### config.mk
export PLATFORM = sky130hd
export DESIGN_NAME = fetch_prefetch_queue
export DESIGN_NICKNAME = d
export VERILOG_FILES = /design/src/rtl/fetch_prefetch_queue.sv
export SDC_FILE = /design/constraint.sdc
export NUM_CORES = 1
export LEC_CHECK = 0
export CORE_MARGIN = 8
export CORE_UTILIZATION = 60
export CTS_CLUSTER_DIAMETER = 200
export DETAILED_ROUTE_END_ITERATION = 6
export PLACE_DENSITY = 0.9
export SLEW_MARGIN = 40
export SYNTH_ARGS = -nofsm -noshare
export SYNTH_HDL_FRONTEND = slang
export SYNTH_SLANG_ARGS = --single-unit
### constraint.sdc
create_clock -name clk -period 4.8 [get_ports clk]
set_input_delay 0.96 -clock clk [delete_from_list [all_inputs] [get_ports clk]]
set_output_delay 0.96 -clock clk [all_outputs]
set_load 0.03 [all_outputs]
### src/rtl/fetch_prefetch_queue.sv
// Instruction fetch front end: owns the fetch PC, issues in-order word requests,
// and buffers returned instructions with their PCs for decode.
module fetch_prefetch_queue #(
  parameter int unsigned DEPTH    = 4,
  parameter logic [31:0] RESET_PC = 32'h0000_0000
) (
  input  logic        clk,
  input  logic        reset,
  output logic        imem_req,
  output logic [31:0] imem_addr,
  input  logic        imem_ready,
  input  logic        imem_rvalid,
  input  logic [31:0] imem_rdata,
  input  logic        redirect,
  input  logic [31:0] redirect_pc,
  output logic        inst_valid,
  input  logic        inst_ready,
  output logic [31:0] inst,
  output logic [31:0] inst_pc
);

  localparam int unsigned PTR_W = $clog2(DEPTH);
  localparam int unsigned CNT_W = PTR_W + 1;

  typedef logic [PTR_W-1:0] ptr_t;
  typedef logic [CNT_W-1:0] cnt_t;

  localparam cnt_t DEPTH_C = cnt_t'(DEPTH);

  logic [31:0] fetch_pc_q, fetch_pc_d;
  logic [31:0] resp_pc_q, resp_pc_d;
  ptr_t        head_q, head_d;
  ptr_t        tail_q, tail_d;
  cnt_t        count_q, count_d;
  cnt_t        outstanding_q, outstanding_d;
  cnt_t        discard_q, discard_d;

  logic [31:0] mem_data_q [DEPTH];
  logic [31:0] mem_pc_q   [DEPTH];

  logic [CNT_W:0] in_use;
  logic [31:0]    redirect_base;
  logic           accept;
  logic           rsp_ok;
  logic           drop;
  logic           push;
  logic           pop;
  logic           unused_redirect_lsbs;

  assign redirect_base        = {redirect_pc[31:2], 2'b00};
  assign unused_redirect_lsbs = |redirect_pc[1:0];

  // Credits cover both buffered entries and in-flight requests, so a push can never overflow.
  assign in_use    = {1'b0, count_q} + {1'b0, outstanding_q};
  assign imem_req  = reset && !redirect && (in_use < {1'b0, DEPTH_C});
  assign imem_addr = fetch_pc_q;
  assign accept    = imem_req && imem_ready;

  // A response with nothing outstanding is a protocol violation and is ignored.
  assign rsp_ok = imem_rvalid && (outstanding_q != '0);
  assign drop   = rsp_ok && (discard_q != '0);
  assign push   = rsp_ok && !drop && !redirect;

  assign inst_valid = (count_q != '0) && !redirect;
  assign pop        = inst_valid && inst_ready;

  assign inst    = (count_q != '0) ? mem_data_q[head_q] : '0;
  assign inst_pc = (count_q != '0) ? mem_pc_q[head_q]   : '0;

  always_comb begin
    // NOTE: every always_comb output gets a default first so no path leaves it unassigned and infers a latch.
    fetch_pc_d    = fetch_pc_q;
    resp_pc_d     = resp_pc_q;
    head_d        = head_q;
    tail_d        = tail_q;
    count_d       = count_q;
    outstanding_d = outstanding_q;
    discard_d     = discard_q;

    if (redirect) begin
      // Everything still in flight belongs to the old path and must be squashed on return.
      fetch_pc_d    = redirect_base;
      resp_pc_d     = redirect_base;
      head_d        = '0;
      tail_d        = '0;
      count_d       = '0;
      outstanding_d = outstanding_q - cnt_t'(rsp_ok);
      discard_d     = outstanding_q - cnt_t'(rsp_ok);
    end else begin
      if (accept) begin
        fetch_pc_d = fetch_pc_q + 32'd4;
      end
      outstanding_d = outstanding_q + cnt_t'(accept) - cnt_t'(rsp_ok);
      if (drop) begin
        discard_d = discard_q - cnt_t'(1);
      end
      if (push) begin
        tail_d    = tail_q + ptr_t'(1);
        resp_pc_d = resp_pc_q + 32'd4;
      end
      if (pop) begin
        head_d = head_q + ptr_t'(1);
      end
      count_d = count_q + cnt_t'(push) - cnt_t'(pop);
    end
  end

  // NOTE: sequential state is updated only with non-blocking assignments so every flop sees pre-edge values.
  always_ff @(posedge clk or negedge reset) begin
    if (!reset) begin
      fetch_pc_q    <= RESET_PC;
      resp_pc_q     <= RESET_PC;
      head_q        <= '0;
      tail_q        <= '0;
      count_q       <= '0;
      outstanding_q <= '0;
      discard_q     <= '0;
    end else begin
      fetch_pc_q    <= fetch_pc_d;
      resp_pc_q     <= resp_pc_d;
      head_q        <= head_d;
      tail_q        <= tail_d;
      count_q       <= count_d;
      outstanding_q <= outstanding_d;
      discard_q     <= discard_d;
    end
  end

  // NOTE: FIFO storage is not reset; count_q gates the outputs, so stale contents are never visible.
  always_ff @(posedge clk) begin
    if (push) begin
      mem_data_q[tail_q] <= imem_rdata;
      mem_pc_q[tail_q]   <= resp_pc_q;
    end
  end

endmodule
# Yosys cells after proc, flatten, opt, wreduce, memory -nomap -nowiden
# Memory sizes are Yosys's and may differ from the RTL's.
# Cells that the tools add are included.
# totals
register_bits	77
mem_count	2
output_inout_bits	98
mem_bits_rw	256
# classes
n_reduce_logical	18
n_mux	16
addsub	11
n_lt_le_gt_ge	1
# mem_list
memory	depth	width	rd	rd_ports_with_merged_regs	write_ports	line	source
mem_data_q	4	32	1	0	1	38	logic [31:0] mem_data_q [DEPTH];
mem_pc_q	4	32	1	0	1	39	logic [31:0] mem_pc_q [DEPTH];
# op_table
operator	n
$mux 32	6
$add 32x3->32 const B	2
$mux 3	4
$logic_and 1x1->1	9
$reduce_bool 3->1	3
$sub 3x1->3	3
$mux 2	4
$reduce_bool 2->1	4
$add 3x1->3	2
$add 2x1->2 const B	2
$add 3x3->4	1
$lt 4x3->1 const B	1
$sub 3x1->3 const B	1
$logic_not 1->1	2
$mux 1	2

# Logic depth before layout (Yosys ltp)
# Gate-level depths: netlist (run 1).
# depth
ltp_word	9
mapped_depth	13
depth_no_buf	12

# Worst setup path before layout (run 1)
# No wires, ideal clock.
# synth_path
kind	input to register
startpoint	in redirect
endpoint	mem mem_data_q[0][0] (enable)
n_path_buf	2
t_arrival_ps	3194
path_stages	4
slack_ps	1179
required_ps	4374
cell_sequence	clkbuf_1 -> clkbuf_1 -> nor3_1 -> and2_1
# synth_between
elab_chain_len	4
# synth_rtl
item	line	source
from (decl)	14	input logic redirect,
$logic_not 1->1	62	assign push = rsp_ok && !drop && !redirect;
$logic_and 1x1->1	62	
$mux 1	131	if (push) begin
$mux 1 (implied by the code)	132	mem_data_q[tail_q] <= imem_rdata;
to (decl)	38	
# No other way between the ends.

# Final worst setup path (run 1)
# layout_path
startpoint	reg head_q[0]
endpoint	out inst[1]
# layout_between
elab_chain_len	2
# layout_rtl
item	line	source
from (decl)	32	ptr_t head_q, head_d;
from (signal assigned)	113	head_q <= '0;
from (signal assigned)	121	head_q <= head_d;
$mem_v2 4x32	-	
$mux 32	67	assign inst = (count_q != '0) ? mem_data_q[head_q] : '0;
to (decl)	18	output logic [31:0] inst,
# No other way between the ends.

==> flow_summary_export.csv, run 1 <==
group,metric,value,unit
timing,rsz0062_at_grt,"no",
timing,period_minus_slack,3.96,ns
place,hpwlAfterDp,19100,um
clock_network,cts_resized,0,
finish,layout-drive-gt1-share,0.146,
logic_synthesis,syn_avg_cell_area,15.7,um2
critical_path,startpoint,"head_q[0]$_DFFE_PN0P_",
critical_path,arrival,3.00,ns
power,finalPower,8.73,mW
critical_path,cp-start-kind,"register",
floorplanning,dieHeight,167,um
clock_network,cts_sinks,321,
finish,fin_area,16800,um2
routing,antenna_left,0,
grt,grt_pass1_vias,8784,
routing,vias_per_cell,6.06,
logic_synthesis,ys_ff_latch,321,
logic_synthesis,syn_inst,868,
place,dpl-instance-area,15600,um2
finish,multi_input_area,4120,um2
finish,fin_util,0.748,
power,powerDensity,520,nW/um2
critical_path,crit_chain,"buf_4 > mux4_2 > and2_1 > clkdlybuf4s50_1",
logic_synthesis,synth_cell_types,45,
routing,vias,8180,
timing,fin_tns_setup,0,ns
floorplanning,fp.coreArea,22400,um2
routing,totalWireLength,30700,um
grt,met3_usage,0.0518,
clock_network,htree_levels,2,
logic_synthesis,async_flop_share,0.227,
clock_network,cts_max_path_buffers,3,
place,place.gp.congestion,0.970,
critical_path,r2r-start,"outstanding_q[2]$_DFF_PN0_",
critical_path,slowest_delay,0.84,ns
worst_hold_path,hp-class,"primary input to async pin",
critical_path,critPathCaptureType,"output pin",
grt,grt_util_met2,0.369,
critical_path,reg2reg_to,"outstanding_q[2]$_DFF_PN0_",
logic_synthesis,ys_seq_area_frac,0.681,
critical_path,ff2ff_setup_slack,1.18,ns
timing,worst_pin_slew,0.802,ns
floorplanning,dieArea,27800,um2
grt,grtUsageMet1,0.292,
timing,relSlewSlack,0.463,
clock_network,clk_pin_slew,0.06,ns
timing,slew_violations,0,
floorplanning,start_util,0.607,
floorplanning,dieWidth,167,um
floorplanning,row_count,55,
timing,fin_crit_sh,0.826,
finish,final_common_cell,"edfxtp_1",
critical_path,critPathMaxFanout,30,
critical_path,cp.required,3.84,ns
routing,first_pass_iters,5,
logic_synthesis,synthFlopType,"edfxtp_1",
clock_network,cts_hold_buf,0,
finish,seq_area,9280,um2
critical_path,reg2reg_depth,12,
timing,setup_violations,0,
logic_synthesis,synth_enable_flop_cells,248,
finish,nets,1127,
finish,antenna_cells,0,
grt,grt_use_total,0.222,
floorplanning,io_pins,168,
clock_network,cts_tree,"built",
power,ir_drop,0.236,mV
routing,drc,0,
routing,routedWlPerCell,22.7,um
critical_path,worstSetupEndpoint,"inst[1]",
logic_synthesis,synth_area,13600,um2
run_status,status,"finished, final reports clean",
grt,antenna_found_initial,0,
clock_network,postCtsSetupBuffers,0,
job,drv_cap,0,
critical_path,critPathKind,"register to output pin",
place,io_buffers,161,
grt,grt-busiest-layer,"met2",
routing,drt_iter0_drc,701,
clock_network,cts_root_buf,"clkbuf_16",
timing,hold_viol_final,0,
timing,fmax,252,MHz
grt,overflow,0,
timing,fin_skew,0.0245,ns
grt,grt_max_degree,66,
finish,areaGrowthSynthToFinish,23.2,%
power,cellLeakagePower,5.71,nW
finish,fill_cells,1299,
finish,layout_common_cells,"edfxtp_1 (248), clkdlybuf4s50_1 (159), dfrtp_1 (71)",
logic_synthesis,ys_warn_count,0,
clock_network,clk_latency,0.51,ns
clock_network,cts_made_buffers,34,
critical_path,slowest_stage,"dfrtp_4",
grt,grt_pass1_wl,49000,um
-- worst min path at each step --
stage | startpoint | endpoint | slack (ns) | cells past startpoint
detailed placement | imem_addr[31]$_DFFE_PN0N_ | imem_addr[31]$_DFFE_PN0N_ | 0.50 | 1
floorplan | resp_pc_q[31]$_DFFE_PN0N_ | mem_pc_q[0][31]$_DFFE_PP_ | 0.50 | 0
global route | reset | resp_pc_q[12]$_DFFE_PN0N_ | 0.47 | 2
finish | reset | imem_addr[10]$_DFFE_PN0N_ | 0.47 | 2
CTS | reset | resp_pc_q[12]$_DFFE_PN0N_ | 0.45 | 2
global placement | imem_addr[31]$_DFFE_PN0N_ | imem_addr[31]$_DFFE_PN0N_ | 0.51 | 1
-- flip-flops by register name, indices dropped and copies added (netlist names) --
signal / count
mem_data_q: 128
mem_pc_q: 120
imem_addr: 30
resp_pc_q: 30
count_q: 3
discard_q: 3
outstanding_q: 3
head_q: 2
tail_q: 2
-- per-layer routing --
metal  wire length, um  up-vias
met1             12700     4100
met4               612        0
met2             15200      374
met5                 0        -
li1                  -     3656
met3              2190       50
-- cell families after synthesis --
group	share of synthesized area
compound gates	0.0388
xor+xnor	0.0283
buf+inv	0.0197
mux	0.111
other cells	0.000275
flops	0.681
fa+ha+maj	0.0176
simple gates	0.103
-- worst max-delay path: cells and delay by family (launching register included) --
kind | cells | cell delay [ns]
mux | 1 | 0.54
flops | 1 | 0.84
simple gates | 1 | 0.18
buf+inv | 2 | 0.95
-- Yosys cell counts, drive strengths merged, types with 4 or more instances --
cell    number  area, um2
inv         20       75.1
buf         15       83.8
xnor2       28        245
a21oi       10       50.1
o211ai      12       90.1
edfxtp     248       7450
nor4         5       31.3
nand4       21        131
nand2       51        191
dfrtp       73       1830
mux4        62       1400
and3        10       62.6
o21ai       45        225
nand3       39        195
and4         4       35.0
nor3        19       95.1
nor2        28        105
mux2        10        113
xor2        16        140
and2        68        425
o311ai       9       78.8
ha          16        200
clkbuf      28        105
-- metrics by stage --
stage / instances / setup WS [ns] / hold WS, ns
after floorplan: 871 / 1.18 / 0.495
after global placement: 1288 / 0.976 / 0.510
after detailed placement: 1288 / 0.954 / 0.502
after CTS: 1350 / 0.733 / 0.453
after global routing: 1350 / 0.670 / 0.468
final: 1350 / 0.836 / 0.473
-- area by class of cell --
class	count	area share
inverters	21	0.00470
repair buffers	175	0.105
clock inverters	15	0.0119
multi-input cells	486	0.245
well taps	285	0.0212
flip-flops and latches	321	0.553
clock buffers	47	0.0592
-- power breakdown --
group | total [mW] | internal (mW) | leakage [nW] | switching, mW
clock | 2.74 | 1.72 | 0.587 | 1.02
sequential | 3.45 | 3.19 | 3.12 | 0.258
combinational | 2.54 | 1.17 | 2.00 | 1.37
total | 8.73 | 6.08 | 5.71 | 2.65
Note: power is estimated with default switching activity, not from simulation.
==> inputs of run 2 (changes only) <==
Settings changed: CORE_UTILIZATION 60 to 50, PLACE_DENSITY 0.9 to 0.81.
Clock period 4.8 ns to 3.5 ns, I/O delays scaled along.
==> flow_summary_export.csv, run 2 (same netlist as run 1, synthesis figures left out) <==
group,metric,value,unit
run_status,status,"finished, final reports clean",
clock_network,cts_sinks,321,
timing,fmax,295,MHz
routing,drc,0,
finish,reg_top3,"mem_data_q: 128 flops, mem_pc_q: 120 flops",
timing,slew_violations,0,
critical_path,arrival,2.69,ns
grt,antenna_found_initial,0,
timing,setup_violations,0,
finish,largest-register,"mem_data_q",
place,hpwlAfterDp,19400,um
floorplanning,start_util,0.507,
routing,routedWlPerCell,21.0,um
finish,final_common_cell,"edfxtp_1",
grt,overflow,0,
critical_path,critPathMaxFanout,65,
floorplanning,row_count,60,
place,place.gp.congestion,0.914,
power,powerDensity,674,nW/um2
finish,areaGrowthSynthToFinish,23.1,%
place,dpl-instance-area,15800,um2
finish,fin_util,0.624,
routing,vias_per_cell,5.76,
power,ir_drop,0.363,mV
power,cellLeakagePower,5.65,nW
timing,period_minus_slack,3.39,ns
finish,layout-drive-gt1-share,0.146,
finish,largest_register_ffs,128,
critical_path,reg2reg_to,"outstanding_q[2]$_DFF_PN0_",
grt,grt_use_total,0.174,
timing,hold_slack,0.224,ns
critical_path,r2r-start,"outstanding_q[2]$_DFF_PN0_",
clock_network,clk_latency,0.56,ns
place,dpl_worst_slack,0.366,ns
finish,layout_common_cells,"edfxtp_1 (248), clkdlybuf4s50_1 (158), dfrtp_1 (71)",
timing,relSlewSlack,0.474,
floorplanning,fp.coreArea,26900,um2
routing,first_pass_iters,5,
critical_path,cp.required,2.80,ns
clock_network,htree_levels,1,
routing,antenna_left,0,
place,io_buffers,161,
clock_network,cts_tree,"built",
power,finalPower,11.3,mW
finish,antenna_cells,0,
critical_path,startpoint,"count_q[1]$_DFF_PN0_",
timing,hold_viol_final,0,
critical_path,worstSetupEndpoint,"inst_pc[17]",
timing,worst_pin_slew,0.784,ns
routing,totalWireLength,29700,um
timing,fin_tns_setup,0,ns
clock_network,cts_max_path_buffers,3,
clock_network,postCtsSetupBuffers,0,
grt,grt_pass1_vias,8239,
worst_hold_path,hp-class,"primary input to async pin",
clock_network,cts_root_buf,"clkbuf_16",
finish,fin_area,16800,um2
place,dpl.cell_count,1354,
critical_path,critPathKind,"register to output pin",
finish,nets,1135,
clock_network,cts_made_buffers,31,
finish,instances_no_fill,1413,
floorplanning,io_pins,168,
timing,fin_skew,0.0191,ns
floorplanning,dieWidth,181,um
routing,drt_iter0_drc,526,
critical_path,ff2ff_setup_slack,0.51,ns
timing,fin_crit_sh,0.968,
floorplanning,dieHeight,181,um
timing,setup_ws,0.112,ns
routing,vias,8139,
critical_path,cp-start-kind,"register",
job,drv_cap,0,
floorplanning,dieArea,32800,um2
critical_path,critPathCaptureType,"output pin",
grt,grt_pass1_wl,46000,um
timing,rsz0062_at_grt,"no",
grt,grt_max_degree,66,
clock_network,clk_pin_slew,0.06,ns
critical_path,reg2reg_depth,11,
-- run 2: layout make-up --
cell class / instances / area (um2)
Fill cell: 1941 / 10100
Tap cell: 341 / 427
Clock buffer: 42 / 827
Clock inverter: 16 / 110
Sequential cell: 321 / 9280
Multi-Input combinational cell: 486 / 4110
Timing Repair Buffer: 186 / 1940
Inverter: 21 / 78.8
-- run 2: power breakdown --
group | switching, mW | total, mW | internal [mW]
Sequential | 0.250 | 4.63 | 4.38
Clock | 1.34 | 3.07 | 1.72
Combinational | 1.96 | 3.61 | 1.65
Total | 3.55 | 11.3 | 7.75
-- run 2: repair_timing --
action	CTS	global route
gates resized for setup	0	2
hold buffers	0	0
setup endpoints to repair	0	14
-- run 2: worst min path at each step --
stage / end / cells past startpoint / slack, ns
after floorplan: count_q[0]$_DFF_PN0_ / 0 / 0.40
after detailed placement: imem_addr[31]$_DFFE_PN0N_ / 1 / 0.50
after global routing: outstanding_q[0]$_DFF_PN0_ / 2 / 0.25
after global placement: imem_addr[31]$_DFFE_PN0N_ / 1 / 0.51
after CTS: imem_addr[18]$_DFFE_PN0N_ / 2 / 0.23
final: imem_addr[18]$_DFFE_PN0N_ / 2 / 0.22
-- run 2: worst max-delay path, cell delays in order (launching register included) --
cell and delay (ns):
dfrtp_1 0.43, or3_2 0.46, buf_4 0.28, and2_1 0.24, clkdlybuf4s50_1 0.64
-- run 2: metal layers --
metal	up-vias	global-route usage	wire, um
met5	-	0	0
met4	0	0.0344	429
met3	37	0.0355	2210
met2	291	0.287	14200
met1	4124	0.240	12900
li1	3687	-	-
